**config.mk**
```make
export PLATFORM = sky130hd
export DESIGN_NAME = uart_rx_param
export DESIGN_NICKNAME = d
export VERILOG_FILES = /design/src/rtl/uart_rx_param.sv
export SDC_FILE = /design/constraint.sdc
export NUM_CORES = 1
export LEC_CHECK = 0
export CORE_UTILIZATION = 40
export DETAILED_ROUTE_END_ITERATION = 8
export PLACE_DENSITY = 0.54
export SYNTH_ARGS = -nofsm -noshare
export SYNTH_HDL_FRONTEND = slang
export SYNTH_SLANG_ARGS = --single-unit
```
**constraint.sdc**
```tcl
create_clock -name i_clk -period 3 [get_ports i_clk]
set_clock_uncertainty 0.2 [all_clocks]
set_input_delay 0.75 -clock i_clk [delete_from_list [all_inputs] [get_ports i_clk]]
set_output_delay 0.75 -clock i_clk [all_outputs]
set_load 0.01 [all_outputs]
```
**src/rtl/uart_rx_param.sv**
```systemverilog
// uart_rx_param
//   UART receiver with a built-in oversampling baud-tick generator. Sits between
//   the board RX pin and byte-consuming logic. Payload width, parity mode and
//   stop-bit count are parameters. Start-bit glitches shorter than half a bit are
//   rejected. A frame whose stop bit reads low parks the receiver until the line
//   returns high, so a held-low line (break) cannot retrigger frames.
//
// Ports
//   i_clk         system clock, rising edge
//   i_reset       asynchronous active-low reset
//   i_rx          serial line, idle high, asynchronous to i_clk
//   o_rx_done     one-cycle pulse: frame complete, o_data and flags valid
//   o_data        last received payload (LSB first on the wire), held until next pulse
//   o_parity_err  parity mismatch on last frame (always 0 when PARITY = 0)
//   o_frame_err   a stop bit of the last frame was sampled low
module uart_rx_param #(
  parameter int CLK_FREQ   = 50_000_000,
  parameter int BAUD_RATE  = 9600,
  parameter int OVERSAMPLE = 16,  // ticks per bit, even, >= 8
  parameter int DATA_BITS  = 8,   // 5..9
  parameter int PARITY     = 0,   // 0 none, 1 even, 2 odd
  parameter int STOP_BITS  = 1    // 1 or 2
) (
  input  logic                 i_clk,
  input  logic                 i_reset,
  input  logic                 i_rx,
  output logic                 o_rx_done,
  output logic [DATA_BITS-1:0] o_data,
  output logic                 o_parity_err,
  output logic                 o_frame_err
);

  // Rounded clock divider for one oversample tick.
  localparam int DIV   = (CLK_FREQ + BAUD_RATE * OVERSAMPLE / 2) / (BAUD_RATE * OVERSAMPLE);
  localparam int DIV_W = (DIV > 1) ? $clog2(DIV) : 1;
  localparam int S_W   = $clog2(OVERSAMPLE);
  localparam int B_W   = $clog2(DATA_BITS);

  localparam logic [DIV_W-1:0] DIV_LAST  = DIV_W'(DIV - 1);
  localparam logic [S_W-1:0]   S_MID     = S_W'(OVERSAMPLE / 2 - 1);
  localparam logic [S_W-1:0]   S_END     = S_W'(OVERSAMPLE - 1);
  localparam logic [B_W-1:0]   B_LAST    = B_W'(DATA_BITS - 1);
  localparam logic             STOP_LAST = (STOP_BITS == 2);
  localparam logic             ODD_PAR   = (PARITY == 2);

  typedef enum logic [2:0] {
    S_IDLE,
    S_START,
    S_DATA,
    S_PARITY,
    S_STOP,
    S_WAIT_IDLE
  } state_t;

  // ---------------------------------------------------------------------------
  // Two-flop synchroniser, preset to the idle (high) line level so that reset
  // release never looks like a start bit.
  // ---------------------------------------------------------------------------
  logic [1:0] rx_sync;
  logic       rx_s;

  // NOTE: clocked state is always written with <= so every flop samples the
  // pre-edge value of its neighbours, regardless of statement order.
  always_ff @(posedge i_clk or negedge i_reset) begin
    if (!i_reset) rx_sync <= 2'b11;
    else          rx_sync <= {rx_sync[0], i_rx};
  end

  assign rx_s = rx_sync[1];

  // ---------------------------------------------------------------------------
  // Free-running oversample tick generator.
  // ---------------------------------------------------------------------------
  logic [DIV_W-1:0] div_cnt;
  logic             tick;

  assign tick = (div_cnt == DIV_LAST);

  always_ff @(posedge i_clk or negedge i_reset) begin
    if (!i_reset)  div_cnt <= '0;
    else if (tick) div_cnt <= '0;
    else           div_cnt <= div_cnt + 1'b1;
  end

  // ---------------------------------------------------------------------------
  // Receive FSM. All decisions are taken on tick cycles using rx_s.
  // ---------------------------------------------------------------------------
  state_t               state, state_d;
  logic [S_W-1:0]       s_cnt, s_cnt_d;
  logic [B_W-1:0]       bit_idx, bit_idx_d;
  logic                 stop_idx, stop_idx_d;
  logic [DATA_BITS-1:0] shreg, shreg_d;
  logic                 p_err, p_err_d;
  logic                 f_err, f_err_d;
  logic                 rx_done_d;
  logic                 s_end;

  assign s_end = (s_cnt == S_END);

  always_comb begin
    // NOTE: every variable assigned below gets a default first; a path that
    // leaves one unassigned would otherwise infer a latch.
    state_d    = state;
    s_cnt_d    = s_cnt;
    bit_idx_d  = bit_idx;
    stop_idx_d = stop_idx;
    shreg_d    = shreg;
    p_err_d    = p_err;
    f_err_d    = f_err;
    rx_done_d  = 1'b0;

    if (tick) begin
      s_cnt_d = s_cnt + 1'b1;
      case (state)
        S_IDLE: begin
          s_cnt_d = '0;
          if (!rx_s) state_d = S_START;
        end

        // Mid start bit: a line already back high was only a glitch.
        S_START: begin
          if (s_cnt == S_MID) begin
            s_cnt_d = '0;
            if (rx_s) begin
              state_d = S_IDLE;
            end else begin
              state_d    = S_DATA;
              bit_idx_d  = '0;
              stop_idx_d = 1'b0;
              p_err_d    = 1'b0;
              f_err_d    = 1'b0;
            end
          end
        end

        // LSB arrives first, so shifting in at the MSB leaves it at bit 0.
        S_DATA: begin
          if (s_end) begin
            s_cnt_d   = '0;
            shreg_d   = {rx_s, shreg[DATA_BITS-1:1]};
            bit_idx_d = bit_idx + 1'b1;
            if (bit_idx == B_LAST) state_d = (PARITY != 0) ? S_PARITY : S_STOP;
          end
        end

        S_PARITY: begin
          if (s_end) begin
            s_cnt_d = '0;
            p_err_d = ((^shreg) ^ rx_s) != ODD_PAR;
            state_d = S_STOP;
          end
        end

        // The frame completes at the middle of the last stop bit, leaving half
        // a bit of margin to catch a start bit that follows with no gap.
        S_STOP: begin
          if (s_end) begin
            s_cnt_d    = '0;
            f_err_d    = f_err | ~rx_s;
            stop_idx_d = stop_idx + 1'b1;
            if (stop_idx == STOP_LAST) begin
              rx_done_d = 1'b1;
              state_d   = f_err_d ? S_WAIT_IDLE : S_IDLE;
            end
          end
        end

        S_WAIT_IDLE: begin
          s_cnt_d = '0;
          if (rx_s) state_d = S_IDLE;
        end

        default: state_d = S_IDLE;
      endcase
    end
  end

  // NOTE: the shift register and error accumulators are reset along with the
  // control state, so nothing downstream can observe an X after reset.
  always_ff @(posedge i_clk or negedge i_reset) begin
    if (!i_reset) begin
      state    <= S_IDLE;
      s_cnt    <= '0;
      bit_idx  <= '0;
      stop_idx <= 1'b0;
      shreg    <= '0;
      p_err    <= 1'b0;
      f_err    <= 1'b0;
    end else begin
      state    <= state_d;
      s_cnt    <= s_cnt_d;
      bit_idx  <= bit_idx_d;
      stop_idx <= stop_idx_d;
      shreg    <= shreg_d;
      p_err    <= p_err_d;
      f_err    <= f_err_d;
    end
  end

  // Output registers: loaded together with the done pulse, held otherwise.
  always_ff @(posedge i_clk or negedge i_reset) begin
    if (!i_reset) begin
      o_rx_done    <= 1'b0;
      o_data       <= '0;
      o_parity_err <= 1'b0;
      o_frame_err  <= 1'b0;
    end else begin
      o_rx_done <= rx_done_d;
      if (rx_done_d) begin
        o_data       <= shreg;
        o_parity_err <= p_err;
        o_frame_err  <= f_err_d;
      end
    end
  end

endmodule

```
== Word level (Yosys, flattened, before mapping) ==
Cells that the tools add are included.

* Multiply operators: 0
* Equal/unequal tests: 18
* Bitwise operators: 3
* $lt $le $gt $ge: 0
* Mux-type cells: 34
* Reduce and logical (&&, ||, !) cells: 12
* Add/sub/neg operators: 4
* Shift-type cells: 0
* Div/mod/pow operators: 0

{| class="wikitable"
|+ Operators with widths
! cell !! number
|-
| 3-bit two-way mux || 12
|-
| 2-bit inequality test, second input constant || 9
|-
| 3-bit case mux with 6 select lines || 1
|-
| 5-bit AND reduction || 3
|-
| 1-bit two-way mux || 12
|-
| 4-bit case mux with 3 select lines || 1
|-
| 9-bit by 1-bit adder with 9-bit output, second input constant || 1
|-
| 3-bit equality test, second input constant || 3
|-
| 9-bit equality test, second input constant || 1
|-
| 9-bit two-way mux || 1
|-
| 9-bit AND reduction || 1
|-
| 4-bit two-way mux || 2
|-
| 8-bit parity || 1
|-
| 3-bit by 2-bit equality test with 1-bit output, second input constant || 2
|-
| 1-bit case mux with 2 select lines || 3
|-
| 3-bit case mux with 2 select lines || 1
|-
| 2-bit nonzero test || 3
|-
| 4-bit by 1-bit adder with 4-bit output, second input constant || 1
|-
| 4-bit by 3-bit equality test with 1-bit output, second input constant || 1
|-
| 4-bit equality test, second input constant || 1
|-
| 3-bit by 1-bit adder with 3-bit output, second input constant || 1
|-
| 3-bit by 1-bit equality test with 1-bit output, second input constant || 1
|-
| 3-bit zero test || 1
|-
| 3-bit AND reduction || 1
|-
| other kinds (7) || 7
|}

* Logic and storage cells: 84
* Bits in read-only memories: 0
* Memories kept: 0
* Memory bits (writable): 0
* Bits in latches: 0
* Flip-flop bits (word level): 43

== Depth between registers and ports, before layout ==
Gate-level depths: netlist of run 1.

* Depth in word-level cells: 6
* Mapped depth: 7
* Gate-level depth less buffers: 6

== Least setup slack after synthesis of run 1 ==
OpenSTA, ideal clock, no wires.

* Path type: reg-to-reg
* Start: register s_cnt[0]
* End: register state[0]
* Arrival: 1744 ps
* Period minus slack after synthesis: 2069 ps
* Stages on the path, launching flop included: 7
* Data required time: 2675 ps
* Path buffers: 0
* Setup slack: 931 ps
* Cell sequence: dfrtp_1 -> ha_1 -> nand2_1 -> nor2_1 -> o21ai_1 -> or4_4 -> mux2_4

* Word-level cells in the longest chain between the ends: 3
* Elaborated cells on any way between the ends: 7
* Classes of those cells: eq/ne (6); reduce/logical (1)

{| class="wikitable"
|+ Ends and longest elaborated chain
! element !! line !! source
|-
| start: declaration || 89 || <nowiki>logic [S_W-1:0] s_cnt, s_cnt_d;</nowiki>
|-
| start signal: assignment || 191 || <nowiki>s_cnt <= s_cnt_d;</nowiki>
|-
| 4-bit by 3-bit equality test with 1-bit output or 4-bit equality test (tied branches) || 122, 98 ||
|-
| 2-bit inequality test (no source line) || -- ||
|-
| 9-bit AND reduction (no source line) (*) || -- ||
|-
| end signal: assignment || 190 || <nowiki>state <= state_d;</nowiki>
|-
| end: declaration || 88 || <nowiki>state_t state, state_d;</nowiki>
|}

Every way passes the cells marked *; elsewhere a longest branch is shown, timed or not.
A chain may end at the register's enable or synchronous reset.

== Worst setup path in the final report of run 1 ==
* Start: register div_cnt[4]
* End: register state[1]

* Word-level cells in the longest chain between the ends: 2

{| class="wikitable"
|+ Ends and longest elaborated chain
! element !! line !! source
|-
| start: declaration || 74 || <nowiki>logic [DIV_W-1:0] div_cnt;</nowiki>
|-
| start signal: assignment || 82 || <nowiki>else div_cnt <= div_cnt + 1'b1;</nowiki>
|-
| 9-bit equality test || 77 || <nowiki>assign tick = (div_cnt == DIV_LAST);</nowiki>
|-
| 9-bit AND reduction (no source line) || -- ||
|}

Every way passes these cells.

==> flow_summary.html, run 1 <==
<table>
<tr><th>Metric</th><th>Value</th></tr>
<tr><th colspan="2">Run status</th></tr>
<tr><td>Outcome</td><td>finished, final reports clean</td></tr>
<tr><th colspan="2">Critical path</th></tr>
<tr><td>Cell chain of the critical path</td><td>and4bb_1 &gt; nand4_1 &gt; or4_4 &gt; mux2_4</td></tr>
<tr><td>R2r endpoint</td><td>state[1]</td></tr>
<tr><td>Type of element capturing the critical path</td><td>register</td></tr>
<tr><td>Maximum single-stage delay on the critical path</td><td>730 ps</td></tr>
<tr><td>Count of cells along the worst register-to-register path</td><td>4</td></tr>
<tr><td>Slack of the worst reg-to-reg path</td><td>470 ps</td></tr>
<tr><td>Highest net fanout along the worst path</td><td>12</td></tr>
<tr><td>FF-to-FF Start</td><td>div_cnt[4]</td></tr>
<tr><td>Critical Path Start Type</td><td>register</td></tr>
<tr><td>WP data required</td><td>2980 ps</td></tr>
<tr><td>Total buffers and inverters traversed by the critical path</td><td>0</td></tr>
<tr><td>Critical path origin</td><td>div_cnt[4]</td></tr>
<tr><td>Kind of cell with the highest combined delay on the critical path</td><td>simple AND/OR/NAND/NOR gates</td></tr>
<tr><td>Cell with the largest stage delay on the worst path</td><td>or4_4</td></tr>
<tr><td>Critical path class</td><td>reg -&gt; reg</td></tr>
<tr><td>CP arrival</td><td>2510 ps</td></tr>
<tr><th colspan="2">Clock network</th></tr>
<tr><td>TritonCTS sink count</td><td>43</td></tr>
<tr><td>Buffers from clock root to sink, at most</td><td>2</td></tr>
<tr><td>Number of gates resized after cts</td><td>0</td></tr>
<tr><td>Clock transition time at the flip-flop clock pins of the worst setup and hold paths</td><td>80 ps</td></tr>
<tr><td>Total clock buffers created by CTS</td><td>5</td></tr>
<tr><td>Deepest level of the CTS H-tree</td><td>2</td></tr>
<tr><td>Setup repair bufs after CTS</td><td>0</td></tr>
<tr><td>Clock tree from TritonCTS</td><td>done</td></tr>
<tr><td>Clock root buffer master</td><td>clkbuf_8</td></tr>
<tr><td>Cts-stage hold buffer count</td><td>0</td></tr>
<tr><td>Clock insertion delay at the later pin of the skew report</td><td>290 ps</td></tr>
<tr><th colspan="2">Detailed routing</th></tr>
<tr><td>Number of design-rule violations left by the first detailed-router iteration</td><td>76</td></tr>
<tr><td>Final antenna-violating net count</td><td>0</td></tr>
<tr><td>Number of optimization iterations in the first detailed-route pass</td><td>4</td></tr>
<tr><td>Via-per-instance ratio</td><td>5.21</td></tr>
<tr><td>DRC viols</td><td>0</td></tr>
<tr><td>Vias after detailed routing</td><td>1344</td></tr>
<tr><td>Detailed-route wire length</td><td>3650 µm</td></tr>
<tr><td>DR WL/cell</td><td>14.1 µm</td></tr>
<tr><th colspan="2">Pwr</th></tr>
<tr><td>Final Power</td><td>1.04 mW</td></tr>
<tr><td>Power Dens Cells</td><td>438 nW/µm²</td></tr>
<tr><td>Maximum vdd ir drop</td><td>0.000274 V</td></tr>
<tr><td>Static leakage</td><td>1.13 nW</td></tr>
<tr><th colspan="2">GRT</th></tr>
<tr><td>GR met2 Demand/Resource</td><td>0.228</td></tr>
<tr><td>Antenna violations before repair</td><td>0</td></tr>
<tr><td>Number of global-route vias before repair</td><td>1289</td></tr>
<tr><td>Total global routing overflow</td><td>0</td></tr>
<tr><td>GR met1 Demand/Resource</td><td>0.194</td></tr>
<tr><td>Maximum number of pins on one net before global-route repair</td><td>44</td></tr>
<tr><td>First-pass GRT wire length</td><td>6040 µm</td></tr>
<tr><td>Grt peak-use layer</td><td>met2</td></tr>
<tr><td>All-layer global routing usage</td><td>0.146</td></tr>
<tr><td>Met3 usage</td><td>0.0325</td></tr>
<tr><th colspan="2">Logic synthesis</th></tr>
<tr><td>Synthesized area</td><td>2100 µm²</td></tr>
<tr><td>Net count after synthesis</td><td>185</td></tr>
<tr><td>Synthesized area per cell</td><td>11.8 µm²</td></tr>
<tr><td>Share of the synthesized area in the top cell type</td><td>0.489</td></tr>
<tr><td>Cells after synthesis</td><td>177</td></tr>
<tr><td>Most area-hungry cell type in the Yosys netlist</td><td>dfrtp_1</td></tr>
<tr><td>Sequential share of the synthesized area</td><td>0.514</td></tr>
<tr><td>Yosys reg bits</td><td>43</td></tr>
<tr><td>Yosys Warn Count</td><td>0</td></tr>
<tr><td>Area contributors post-synth</td><td>dfrtp_1 49%, mux2_2 10%, xnor2_1 3.8%, ha_1 3.0%, dfstp_2 2.5%</td></tr>
<tr><td>Number of unique standard cell types used by synthesis</td><td>41</td></tr>
<tr><th colspan="2">Placement</th></tr>
<tr><td>Global placement routability congestion</td><td>0.840</td></tr>
<tr><td>Number of buffer cells added on primary ports</td><td>13</td></tr>
<tr><td>Placement Cell Area</td><td>2260 µm²</td></tr>
<tr><td>Placed instance count</td><td>250</td></tr>
<tr><td>Detailed Place HPWL</td><td>2530 µm</td></tr>
<tr><th colspan="2">Final layout</th></tr>
<tr><td>Most used cells in the layout excluding fill and tap cells</td><td>41 x dfrtp_1, 19 x mux2_2, 13 x nor2_1</td></tr>
<tr><td>Number of antenna repair diodes</td><td>0</td></tr>
<tr><td>Final Instance Area</td><td>2370 µm²</td></tr>
<tr><td># fillers</td><td>464</td></tr>
<tr><td>Net count reported at finish</td><td>198</td></tr>
<tr><td>Most common cell after layout, fill and taps aside</td><td>dfrtp_1</td></tr>
<tr><td>Fraction of layout instances using a drive strength above 1</td><td>0.199</td></tr>
<tr><td>Post-Layout Cell Count</td><td>258</td></tr>
<tr><td>Area growth from synthesis to final layout</td><td>13.0%</td></tr>
<tr><th colspan="2">Min path</th></tr>
<tr><td>Hold Path Stages</td><td>0</td></tr>
<tr><td>Min-delay src</td><td>rx_sync[0]</td></tr>
<tr><td>Min-Delay Path Class</td><td>reg -&gt; reg</td></tr>
<tr><td>End of the worst hold path</td><td>rx_sync[1]</td></tr>
<tr><th colspan="2">STA</th></tr>
<tr><td>Total count of max-transition violations in the final report</td><td>0</td></tr>
<tr><td>Post-Route Setup TNS</td><td>0 ps</td></tr>
<tr><td>Final hold viol count</td><td>0</td></tr>
<tr><td>Share of the cycle needed by the critical path after routing</td><td>0.843</td></tr>
<tr><td>Fmax</td><td>395 MHz</td></tr>
<tr><td>Transition time at the pin with the least slew margin</td><td>934 ps</td></tr>
<tr><td>Setup repair after global routing missed its margin</td><td>no</td></tr>
<tr><td>Worst Hold Slack</td><td>158 ps</td></tr>
<tr><td>Max-slew headroom at the worst pin</td><td>0.378</td></tr>
<tr><td>Shortest period the worst path allows</td><td>2530 ps</td></tr>
<tr><td>Final Setup Violations</td><td>0</td></tr>
<tr><th colspan="2">Floorplan</th></tr>
<tr><td>Number of primary I/O pins</td><td>14</td></tr>
<tr><td>Die Area</td><td>5540 µm²</td></tr>
<tr><td>Initial core utilization</td><td>0.430</td></tr>
<tr><td>Die width</td><td>74.4 µm</td></tr>
<tr><td>Height of the chip</td><td>74.4 µm</td></tr>
<tr><td>Count of standard-cell rows</td><td>25</td></tr>
<tr><td>Placeable core area</td><td>4880 µm²</td></tr>
<tr><th colspan="2">Job</th></tr>
<tr><td>Max-cap violations</td><td>0</td></tr>
</table>
per-layer routing:
layer	part of all wire	up-vias
met5	0	-
met4	0.015	0
met3	0.023	6
met2	0.47	14
met1	0.49	673
li1	-	651
where the power goes:
group	switching, mW	leakage [nW]	internal (mW)
sequential	0.00275	0.580	0.582
clock	0.188	0.0524	0.249
combinational	0.0129	0.498	0.00398
total	0.204	1.13	0.835
cell type report:
cell class              count  area (µm²)  share of cell area
clock buffers               7        76.3              0.0322
clock inverters             1        30.0              0.0127
inverters                   3        11.3             0.00475
multi-input cells         122         950               0.401
flip-flops and latches     43        1080               0.455
well taps                  67        83.8              0.0354
repair buffers             15         140              0.0591
Yosys cell counts (all sizes together):
cell     n
buf      7
a31oi    1
and4bb   1
o22ai    1
nand2   10
a21o     2
dfstp    2
nand2b   2
a211oi   2
or4      1
nor2b    3
or3b     1
xnor2    9
inv      3
nand4    1
nor4     3
ha       5
a211o    1
and4     1
and3     4
a21oi    3
dfrtp   41
o21ai    7
nor3b    2
nor2    13
xor2     5
o211ai   1
o211a    1
nor3     6
xnor3    1
mux2    22
clkbuf   2
nand3    9
a22o     4
state kept, by name (all words and copies together) (netlist names):
signal and flops:
bit_idx 3, stop_idx 1, s_cnt 4, state 3, o_rx_done 1, o_parity_err 1, div_cnt 9, o_frame_err 1
shreg 8, o_data 8, rx_sync 2, f_err 1, p_err 1
worst max-delay path by stage:
stage,endpoint,cells past startpoint
after global routing,state[1],4
after CTS,state[1],4
after detailed placement,state[1],4
after global placement,state[0],4
final,state[1],4
after floorplan,state[0],6
stage by stage:
stage | setup slack [ps] | utilization
floorplan | 931 | -
global placement | 578 | 0.464
detailed placement | 493 | 0.464
CTS | 479 | 0.486
global route | 389 | 0.486
finish | 472 | 0.486
cell families (layout without fill, tap and decap cells):
group | count (synthesis) | count (layout) | synth area share
buf+inv | 12 | 26 | 0.0328
xor+xnor | 15 | 15 | 0.0692
simple gates | 57 | 57 | 0.155
mux | 22 | 22 | 0.124
fa+ha+maj | 5 | 5 | 0.0298
compound gates | 23 | 23 | 0.0752
flops | 43 | 43 | 0.514
No activity file was read; power rests on OpenSTA's default activity.
==> run 2: changes to the inputs <==
- PLACE_DENSITY: 0.54 -> 0.56
- clock period: 3 -> 2.2 ns (I/O delays scaled with it)
==> flow_summary.html, run 2 (synthesized netlist as in run 1, its figures left out) <==
<table>
<tr><th>Metric</th><th>Value</th></tr>
<tr><th colspan="2">Critical path</th></tr>
<tr><td>Critical Path Start Type</td><td>register</td></tr>
<tr><td>Count of cells along the worst register-to-register path</td><td>6 (+2)</td></tr>
<tr><td>Total buffers and inverters traversed by the critical path</td><td>0 (unchanged)</td></tr>
<tr><td>Cell with the largest stage delay on the worst path</td><td>or4_4</td></tr>
<tr><td>Kind of cell with the highest combined delay on the critical path</td><td>simple AND/OR/NAND/NOR gates</td></tr>
<tr><td>FF-to-FF Start</td><td>s_cnt[0]</td></tr>
<tr><td>CP arrival</td><td>2080 ps (-430 ps)</td></tr>
<tr><td>Highest net fanout along the worst path</td><td>6 (-6)</td></tr>
<tr><td>Critical path class</td><td>reg -&gt; reg</td></tr>
<tr><td>R2r endpoint</td><td>state[2]</td></tr>
<tr><td>Type of element capturing the critical path</td><td>register</td></tr>
<tr><td>Maximum single-stage delay on the critical path</td><td>560 ps (-170 ps)</td></tr>
<tr><td>Slack of the worst reg-to-reg path</td><td>100 ps (-370 ps)</td></tr>
<tr><td>WP data required</td><td>2190 ps (-790 ps)</td></tr>
<tr><td>Cell chain of the critical path</td><td>ha_4 &gt; nand3_1 &gt; o21ai_2 &gt; o21ai_1 &gt; or4_4 &gt; mux2_4</td></tr>
<tr><th colspan="2">Pwr</th></tr>
<tr><td>Power Dens Cells</td><td>573 nW/µm² (+31%)</td></tr>
<tr><td>Static leakage</td><td>1.21 nW (+6.7%)</td></tr>
<tr><td>Maximum vdd ir drop</td><td>0.000462 V (+69%)</td></tr>
<tr><th colspan="2">Job</th></tr>
<tr><td>Max-cap violations</td><td>0 (unchanged)</td></tr>
<tr><th colspan="2">Clock network</th></tr>
<tr><td>Clock tree from TritonCTS</td><td>done</td></tr>
<tr><td>Clock insertion delay at the later pin of the skew report</td><td>290 ps (about the same)</td></tr>
<tr><td>Total clock buffers created by CTS</td><td>5 (unchanged)</td></tr>
<tr><td>Clock transition time at the flip-flop clock pins of the worst setup and hold paths</td><td>80 ps (about the same)</td></tr>
<tr><td>TritonCTS sink count</td><td>43 (unchanged)</td></tr>
<tr><td>Deepest level of the CTS H-tree</td><td>2 (unchanged)</td></tr>
<tr><td>Buffers from clock root to sink, at most</td><td>2 (unchanged)</td></tr>
<tr><td>Clock root buffer master</td><td>clkbuf_8</td></tr>
<tr><th colspan="2">Final layout</th></tr>
<tr><td>Post-layout utilization of the core</td><td>0.513 (+0.0274)</td></tr>
<tr><td>Max reg flops</td><td>9 (unchanged)</td></tr>
<tr><td>Register name with the most flops</td><td>div_cnt</td></tr>
<tr><td>Area growth from synthesis to final layout</td><td>19.4%</td></tr>
<tr><td>Top Registers</td><td>div_cnt x9, o_data x8, shreg x8</td></tr>
<tr><td>Fraction of layout instances using a drive strength above 1</td><td>0.267 (+0.0680)</td></tr>
<tr><td>Number of antenna repair diodes</td><td>0 (unchanged)</td></tr>
<tr><td>Most common cell after layout, fill and taps aside</td><td>dfrtp_1</td></tr>
<tr><td>Net count reported at finish</td><td>213 (+7.6%)</td></tr>
<tr><td>Most used cells in the layout excluding fill and tap cells</td><td>41 x dfrtp_1, 19 x mux2_2, 16 x buf_4</td></tr>
<tr><th colspan="2">Placement</th></tr>
<tr><td>Detailed Place HPWL</td><td>2900 µm (+15%)</td></tr>
<tr><td>Global placement routability congestion</td><td>0.849 (+1.0%)</td></tr>
<tr><td>Number of buffer cells added on primary ports</td><td>13 (unchanged)</td></tr>
<tr><th colspan="2">STA</th></tr>
<tr><td>Transition time at the pin with the least slew margin</td><td>435 ps (-498 ps)</td></tr>
<tr><td>Fmax</td><td>477 MHz (+21%)</td></tr>
<tr><td>Final Setup Violations</td><td>0 (unchanged)</td></tr>
<tr><td>Share of the cycle needed by the critical path after routing</td><td>0.953 (+0.110)</td></tr>
<tr><td>Final hold viol count</td><td>0 (unchanged)</td></tr>
<tr><td>Post-Route Setup TNS</td><td>0 ps (unchanged)</td></tr>
<tr><td>Shortest period the worst path allows</td><td>2100 ps (-432 ps)</td></tr>
<tr><td>Max-slew headroom at the worst pin</td><td>0.709 (+0.331)</td></tr>
<tr><td>Total count of max-transition violations in the final report</td><td>0 (unchanged)</td></tr>
<tr><td>Setup repair after global routing missed its margin</td><td>no</td></tr>
<tr><th colspan="2">Floorplan</th></tr>
<tr><td>Die width</td><td>74.4 µm (unchanged)</td></tr>
<tr><td>Die Area</td><td>5540 µm² (unchanged)</td></tr>
<tr><td>Count of standard-cell rows</td><td>25 (unchanged)</td></tr>
<tr><td>Height of the chip</td><td>74.4 µm (unchanged)</td></tr>
<tr><td>Initial core utilization</td><td>0.430 (unchanged)</td></tr>
<tr><td>Placeable core area</td><td>4880 µm² (unchanged)</td></tr>
<tr><td>Number of primary I/O pins</td><td>14 (unchanged)</td></tr>
<tr><th colspan="2">Min path</th></tr>
<tr><td>Min-Delay Path Class</td><td>reg -&gt; reg</td></tr>
<tr><td>Min-delay src</td><td>rx_sync[0]</td></tr>
<tr><td>End of the worst hold path</td><td>rx_sync[1]</td></tr>
<tr><td>Hold Path Stages</td><td>0 (unchanged)</td></tr>
<tr><th colspan="2">GRT</th></tr>
<tr><td>Antenna violations before repair</td><td>0 (unchanged)</td></tr>
<tr><td>Number of global-route vias before repair</td><td>1357 (+5.3%)</td></tr>
<tr><td>All-layer global routing usage</td><td>0.160 (+0.0149)</td></tr>
<tr><td>Maximum number of pins on one net before global-route repair</td><td>20 (-55%)</td></tr>
<tr><td>Total global routing overflow</td><td>0 (unchanged)</td></tr>
<tr><td>First-pass GRT wire length</td><td>6470 µm (+7.0%)</td></tr>
<tr><th colspan="2">Detailed routing</th></tr>
<tr><td>Vias after detailed routing</td><td>1396 (+3.9%)</td></tr>
<tr><td>Number of optimization iterations in the first detailed-route pass</td><td>4 (unchanged)</td></tr>
<tr><td>DR WL/cell</td><td>14.1 µm (-0.42%)</td></tr>
<tr><td>Final antenna-violating net count</td><td>0 (unchanged)</td></tr>
<tr><td>Number of design-rule violations left by the first detailed-router iteration</td><td>109 (+43%)</td></tr>
<tr><td>Via-per-instance ratio</td><td>5.11 (-1.8%)</td></tr>
<tr><td>Detailed-route wire length</td><td>3840 µm (+5.4%)</td></tr>
<tr><td>DRC viols</td><td>0 (unchanged)</td></tr>
<tr><th colspan="2">Run status</th></tr>
<tr><td>Outcome</td><td>finished, final reports clean</td></tr>
</table>
## run 2: area by class of cell
cell class	count	area (µm²)
clock inverters	3	43.8
repair buffers	30	255
flip-flops and latches	43	1080
inverters	3	11.3
multi-input cells	122	962
well taps	67	83.8
clock buffers	5	68.8
fillers	446	2380
## run 2: where the power goes
group          leakage (nW)  internal [mW]  total, mW  switching, mW
Clock                0.0581          0.338      0.608          0.270
Sequential            0.580          0.793      0.794        0.00123
Combinational         0.568         0.0101     0.0317         0.0216
## run 2: layer usage
| metal | part of all wire | global-route usage |
|---|---|---|
| met5 | 0 | 0 |
| met3 | 0.037 | 0.0407 |
| met1 | 0.47 | 0.216 |
| met4 | 0.013 | 0.0692 |
| met2 | 0.48 | 0.246 |
## run 2: worst max-delay path by stage
stage	start	to	slack [ps]	cells past startpoint
global route	s_cnt[0]	state[2]	20	6
global placement	s_cnt[0]	state[1]	120	6
detailed placement	s_cnt[0]	state[2]	40	6
finish	s_cnt[0]	state[2]	100	6
floorplan	s_cnt[0]	state[0]	130	6
CTS	s_cnt[0]	state[2]	20	6
## run 2: repair_timing
item,4_1_cts,5_1_grt
endpoints found under the setup margin,0,4
setup buffers,0,1
hold buffers,1,0
endpoints found under the hold margin,17,0
gates resized for setup,0,3
## run 2: through the flow
stage	worst slack, ps	total power, mW	cell area, µm²	hold WS [ps]	std cells
after floorplan	131	0.817	2100	54.4	177
after global placement	116	0.840	2360	148	263
after detailed placement	39.1	0.842	2360	163	263
after CTS	21.0	1.46	2480	168	272
after global routing	15.7	1.49	2500	162	273
final	103	1.43	2500	163	273
==> run 3: changes to the inputs <==
- ABC_AREA: default -> 1
- CAP_MARGIN: default -> 20
==> flow_summary.html, run 3 <==
<table>
<tr><th>Metric</th><th>Value</th></tr>
<tr><th colspan="2">Floorplan</th></tr>
<tr><td>Placeable core area</td><td>5540 µm² (+14%)</td></tr>
<tr><td>Initial core utilization</td><td>0.416 (-0.0135)</td></tr>
<tr><td>Height of the chip</td><td>77.9 µm (+4.7%)</td></tr>
<tr><td>Die Area</td><td>6070 µm² (+9.7%)</td></tr>
<tr><td>Count of standard-cell rows</td><td>27 (+8.0%)</td></tr>
<tr><td>Die width</td><td>77.9 µm (+4.7%)</td></tr>
<tr><td>Number of primary I/O pins</td><td>14 (unchanged)</td></tr>
<tr><th colspan="2">Detailed routing</th></tr>
<tr><td>Via-per-instance ratio</td><td>4.60 (-10%)</td></tr>
<tr><td>Detailed-route wire length</td><td>4130 µm (+7.4%)</td></tr>
<tr><td>Number of optimization iterations in the first detailed-route pass</td><td>4 (unchanged)</td></tr>
<tr><td>Final antenna-violating net count</td><td>0 (unchanged)</td></tr>
<tr><td>Number of design-rule violations left by the first detailed-router iteration</td><td>49 (-55%)</td></tr>
<tr><td>DRC viols</td><td>0 (unchanged)</td></tr>
<tr><td>Vias after detailed routing</td><td>1706 (+22%)</td></tr>
<tr><td>DR WL/cell</td><td>11.1 µm (-21%)</td></tr>
<tr><th colspan="2">Clock network</th></tr>
<tr><td>Clock transition time at the flip-flop clock pins of the worst setup and hold paths</td><td>80 ps (about the same)</td></tr>
<tr><td>Clock insertion delay at the later pin of the skew report</td><td>300 ps (about the same)</td></tr>
<tr><td>Number of gates resized after cts</td><td>0 (unchanged)</td></tr>
<tr><td>Buffers from clock root to sink, at most</td><td>2 (unchanged)</td></tr>
<tr><td>Clock root buffer master</td><td>clkbuf_8</td></tr>
<tr><td>Cts-stage hold buffer count</td><td>0 (-1)</td></tr>
<tr><td>Total clock buffers created by CTS</td><td>5 (unchanged)</td></tr>
<tr><td>Setup repair bufs after CTS</td><td>0 (unchanged)</td></tr>
<tr><td>Clock tree from TritonCTS</td><td>done</td></tr>
<tr><td>Deepest level of the CTS H-tree</td><td>2 (unchanged)</td></tr>
<tr><td>TritonCTS sink count</td><td>43 (unchanged)</td></tr>
<tr><th colspan="2">Final layout</th></tr>
<tr><td>Fraction of layout instances using a drive strength above 1</td><td>0.157 (-0.110)</td></tr>
<tr><td>Post-layout utilization of the core</td><td>0.471 (-0.0418)</td></tr>
<tr><td>Most common cell after layout, fill and taps aside</td><td>nand2_1</td></tr>
<tr><td>Register name with the most flops</td><td>div_cnt</td></tr>
<tr><td>Max reg flops</td><td>9 (unchanged)</td></tr>
<tr><td>Area taken by flip-flops and latches</td><td>1080 µm² (unchanged)</td></tr>
<tr><td>Number of antenna repair diodes</td><td>0 (unchanged)</td></tr>
<tr><td>Net count reported at finish</td><td>306 (+44%)</td></tr>
<tr><td>Area growth from synthesis to final layout</td><td>13.2%</td></tr>
<tr><td>Most used cells in the layout excluding fill and tap cells</td><td>94 x nand2_1, 41 x dfrtp_1, 34 x inv_1</td></tr>
<tr><td>Top Registers</td><td>div_cnt x9, o_data x8, shreg x8</td></tr>
<tr><td>Multi-input gate area in the final layout</td><td>1060 µm² (+10%)</td></tr>
<tr><td># fillers</td><td>543 (+22%)</td></tr>
<tr><th colspan="2">Logic synthesis</th></tr>
<tr><td>Share of the synthesized area in the top cell type</td><td>0.445 (-0.0443)</td></tr>
<tr><td>Number of unique standard cell types used by synthesis</td><td>31 (-24%)</td></tr>
<tr><td>Dominant register cell in the synthesized netlist</td><td>dfrtp_1</td></tr>
<tr><td>Sequential share of the synthesized area</td><td>0.468 (-0.0466)</td></tr>
<tr><td>Synthesized area</td><td>2310 µm² (+10%)</td></tr>
<tr><td>Most area-hungry cell type in the Yosys netlist</td><td>dfrtp_1</td></tr>
<tr><td>Area contributors post-synth</td><td>dfrtp_1 44%, nand2_1 15%, o21ai_2 6.1%, inv_1 5.5%, nand3_1 3.9%</td></tr>
<tr><td>Number of synthesized flops with an enable pin</td><td>0 (unchanged)</td></tr>
<tr><td>Async set-or-reset flop fraction in the synthesized netlist</td><td>1.00 (unchanged)</td></tr>
<tr><td>Synthesized area per cell</td><td>8.24 µm² (-30%)</td></tr>
<tr><td>Cells after synthesis</td><td>280 (+58%)</td></tr>
<tr><td>Yosys Warn Count</td><td>0 (unchanged)</td></tr>
<tr><td>Net count after synthesis</td><td>288 (+56%)</td></tr>
<tr><td>Most used standard cells in the synthesized netlist</td><td>94 x nand2_1, 41 x dfrtp_1, 34 x inv_1, 18 x nand3_1, 17 x nor2_1</td></tr>
<tr><td>Most instantiated library cell after synthesis</td><td>nand2_1</td></tr>
<tr><td>Yosys reg bits</td><td>43 (unchanged)</td></tr>
<tr><th colspan="2">Critical path</th></tr>
<tr><td>Kind of cell with the highest combined delay on the critical path</td><td>buffers and inverters</td></tr>
<tr><td>Highest net fanout along the worst path</td><td>2 (-4)</td></tr>
<tr><td>Type of element capturing the critical path</td><td>output pin</td></tr>
<tr><td>Cell with the largest stage delay on the worst path</td><td>clkdlybuf4s50_1</td></tr>
<tr><td>Total buffers and inverters traversed by the critical path</td><td>1 (+1)</td></tr>
<tr><td>WP data required</td><td>1450 ps (-740 ps)</td></tr>
<tr><td>CP arrival</td><td>1190 ps (-890 ps)</td></tr>
<tr><td>Critical Path Start Type</td><td>register</td></tr>
<tr><td>Maximum single-stage delay on the critical path</td><td>540 ps (-20 ps)</td></tr>
<tr><td>Cell chain of the critical path</td><td>clkdlybuf4s50_1</td></tr>
<tr><td>Critical path class</td><td>reg -&gt; out</td></tr>
<tr><th colspan="2">Placement</th></tr>
<tr><td>Number of buffer cells added on primary ports</td><td>13 (unchanged)</td></tr>
<tr><td>Global placement routability congestion</td><td>0.806 (-5.0%)</td></tr>
<tr><td>Detailed Place HPWL</td><td>2930 µm (+1.0%)</td></tr>
<tr><th colspan="2">STA</th></tr>
<tr><td>Fmax</td><td>514 MHz (+7.9%)</td></tr>
<tr><td>Total count of max-transition violations in the final report</td><td>0 (unchanged)</td></tr>
<tr><td>Final hold viol count</td><td>0 (unchanged)</td></tr>
<tr><td>Post-Route Setup TNS</td><td>0 ps (unchanged)</td></tr>
<tr><td>Shortest period the worst path allows</td><td>1940 ps (-153 ps)</td></tr>
<tr><td>Share of the cycle needed by the critical path after routing</td><td>0.884 (-0.0695)</td></tr>
<tr><td>Final Setup Violations</td><td>0 (unchanged)</td></tr>
<tr><td>Max-slew headroom at the worst pin</td><td>0.781 (+0.0719)</td></tr>
<tr><td>Transition time at the pin with the least slew margin</td><td>326 ps (-109 ps)</td></tr>
<tr><td>Setup repair after global routing missed its margin</td><td>no</td></tr>
<tr><th colspan="2">GRT</th></tr>
<tr><td>All-layer global routing usage</td><td>0.157 (-0.00303)</td></tr>
<tr><td>Grt peak-use layer</td><td>met2</td></tr>
<tr><td>GR met1 Demand/Resource</td><td>0.205 (-0.0108)</td></tr>
<tr><td>Met3 usage</td><td>0.0282 (-0.0124)</td></tr>
<tr><td>Number of global-route vias before repair</td><td>1660 (+22%)</td></tr>
<tr><td>GR met2 Demand/Resource</td><td>0.252 (+0.00597)</td></tr>
<tr><td>First-pass GRT wire length</td><td>7420 µm (+15%)</td></tr>
<tr><td>Antenna violations before repair</td><td>0 (unchanged)</td></tr>
<tr><td>Maximum number of pins on one net before global-route repair</td><td>44 (+120%)</td></tr>
<tr><td>Total global routing overflow</td><td>0 (unchanged)</td></tr>
<tr><th colspan="2">Min path</th></tr>
<tr><td>Min-Delay Path Class</td><td>in -&gt; async</td></tr>
<tr><th colspan="2">Pwr</th></tr>
<tr><td>Static leakage</td><td>1.30 nW (+7.7%)</td></tr>
<tr><td>Maximum vdd ir drop</td><td>0.000264 V (-43%)</td></tr>
<tr><td>Power Dens Cells</td><td>527 nW/µm² (-8.1%)</td></tr>
<tr><th colspan="2">Run status</th></tr>
<tr><td>Outcome</td><td>finished, final reports clean</td></tr>
<tr><th colspan="2">Job</th></tr>
<tr><td>Max-cap violations</td><td>0 (unchanged)</td></tr>
</table>
-- run 3: cell count changes in the layout (fill, tap and decap cells not counted), sizes merged, moves of 4 or more --
cell   previous run  this run
nand2            10        99
and3              4         0
mux2             22         0
a21oi             3         7
a22o              4         0
o21ai             7        25
xnor2             9         1
nor2             13        22
inv               3        37
nand3             9        21
buf              17         2
-- run 3: final timing paths --
check | startpoint | cells past startpoint | slack, ps | endpoint
setup reg to reg | div_cnt[1] | 8 | 290 | o_frame_err
setup / recovery | o_data[7] | 1 | 260 | o_data[7]
min in group i_clk | rx_sync[0] | 0 | 160 | rx_sync[1]
max in group asynchronous | i_reset | 2 | 1520 | rx_sync[0]
hold reg to reg | rx_sync[0] | 0 | 160 | rx_sync[1]
hold / removal | i_reset | 2 | 20 | div_cnt[6]
-- run 3: routing by layer --
metal / wire [µm] / up-vias
met2: 1820 / 15
met4: 81 / 0
met5: 0 / -
li1: - / 915
met3: 106 / 7
met1: 2120 / 769
-- run 3: cell type report --
type                       instances  share of cell area
sequential                        43               0.413
multi-input combinational        197               0.405
tap                               72              0.0345
timing repair buffer              14              0.0556
clock buffer                       8              0.0383
inverter                          37              0.0532
-- run 3: per-stage QoR --
| step | setup WS, ps | area [µm²] | total power [mW] | cells | hold WS [ps] |
|---|---|---|---|---|---|
| floorplan | 556 | 2310 | 0.814 | 280 | 54.4 |
| global placement | 320 | 2510 | 0.839 | 363 | 148 |
| detailed placement | 242 | 2510 | 0.840 | 363 | 147 |
| CTS | 238 | 2610 | 1.40 | 371 | 18.6 |
| global route | 110 | 2610 | 1.43 | 371 | 34.4 |
| finish | 256 | 2610 | 1.38 | 371 | 16.4 |
-- run 3: kinds of logic after synthesis --
| logic type | Yosys count | share of synthesized area |
|---|---|---|
| xor gates and xnor gates | 3 | 0.0114 |
| AOI/OAI and AO/OA | 33 | 0.0987 |
| and+or+nand+nor | 156 | 0.322 |
| buffers and inverters | 40 | 0.0732 |
| adders and majority gates | 5 | 0.0271 |
| DFF | 43 | 0.468 |
-- run 3: report_power, final --
part | leakage, nW | internal [mW] | switching [mW] | total, mW
combinational | 0.668 | 0.00749 | 0.0198 | 0.0273
sequential | 0.580 | 0.793 | 0.00164 | 0.795
clock | 0.0515 | 0.287 | 0.267 | 0.553
total | 1.30 | 1.09 | 0.288 | 1.38
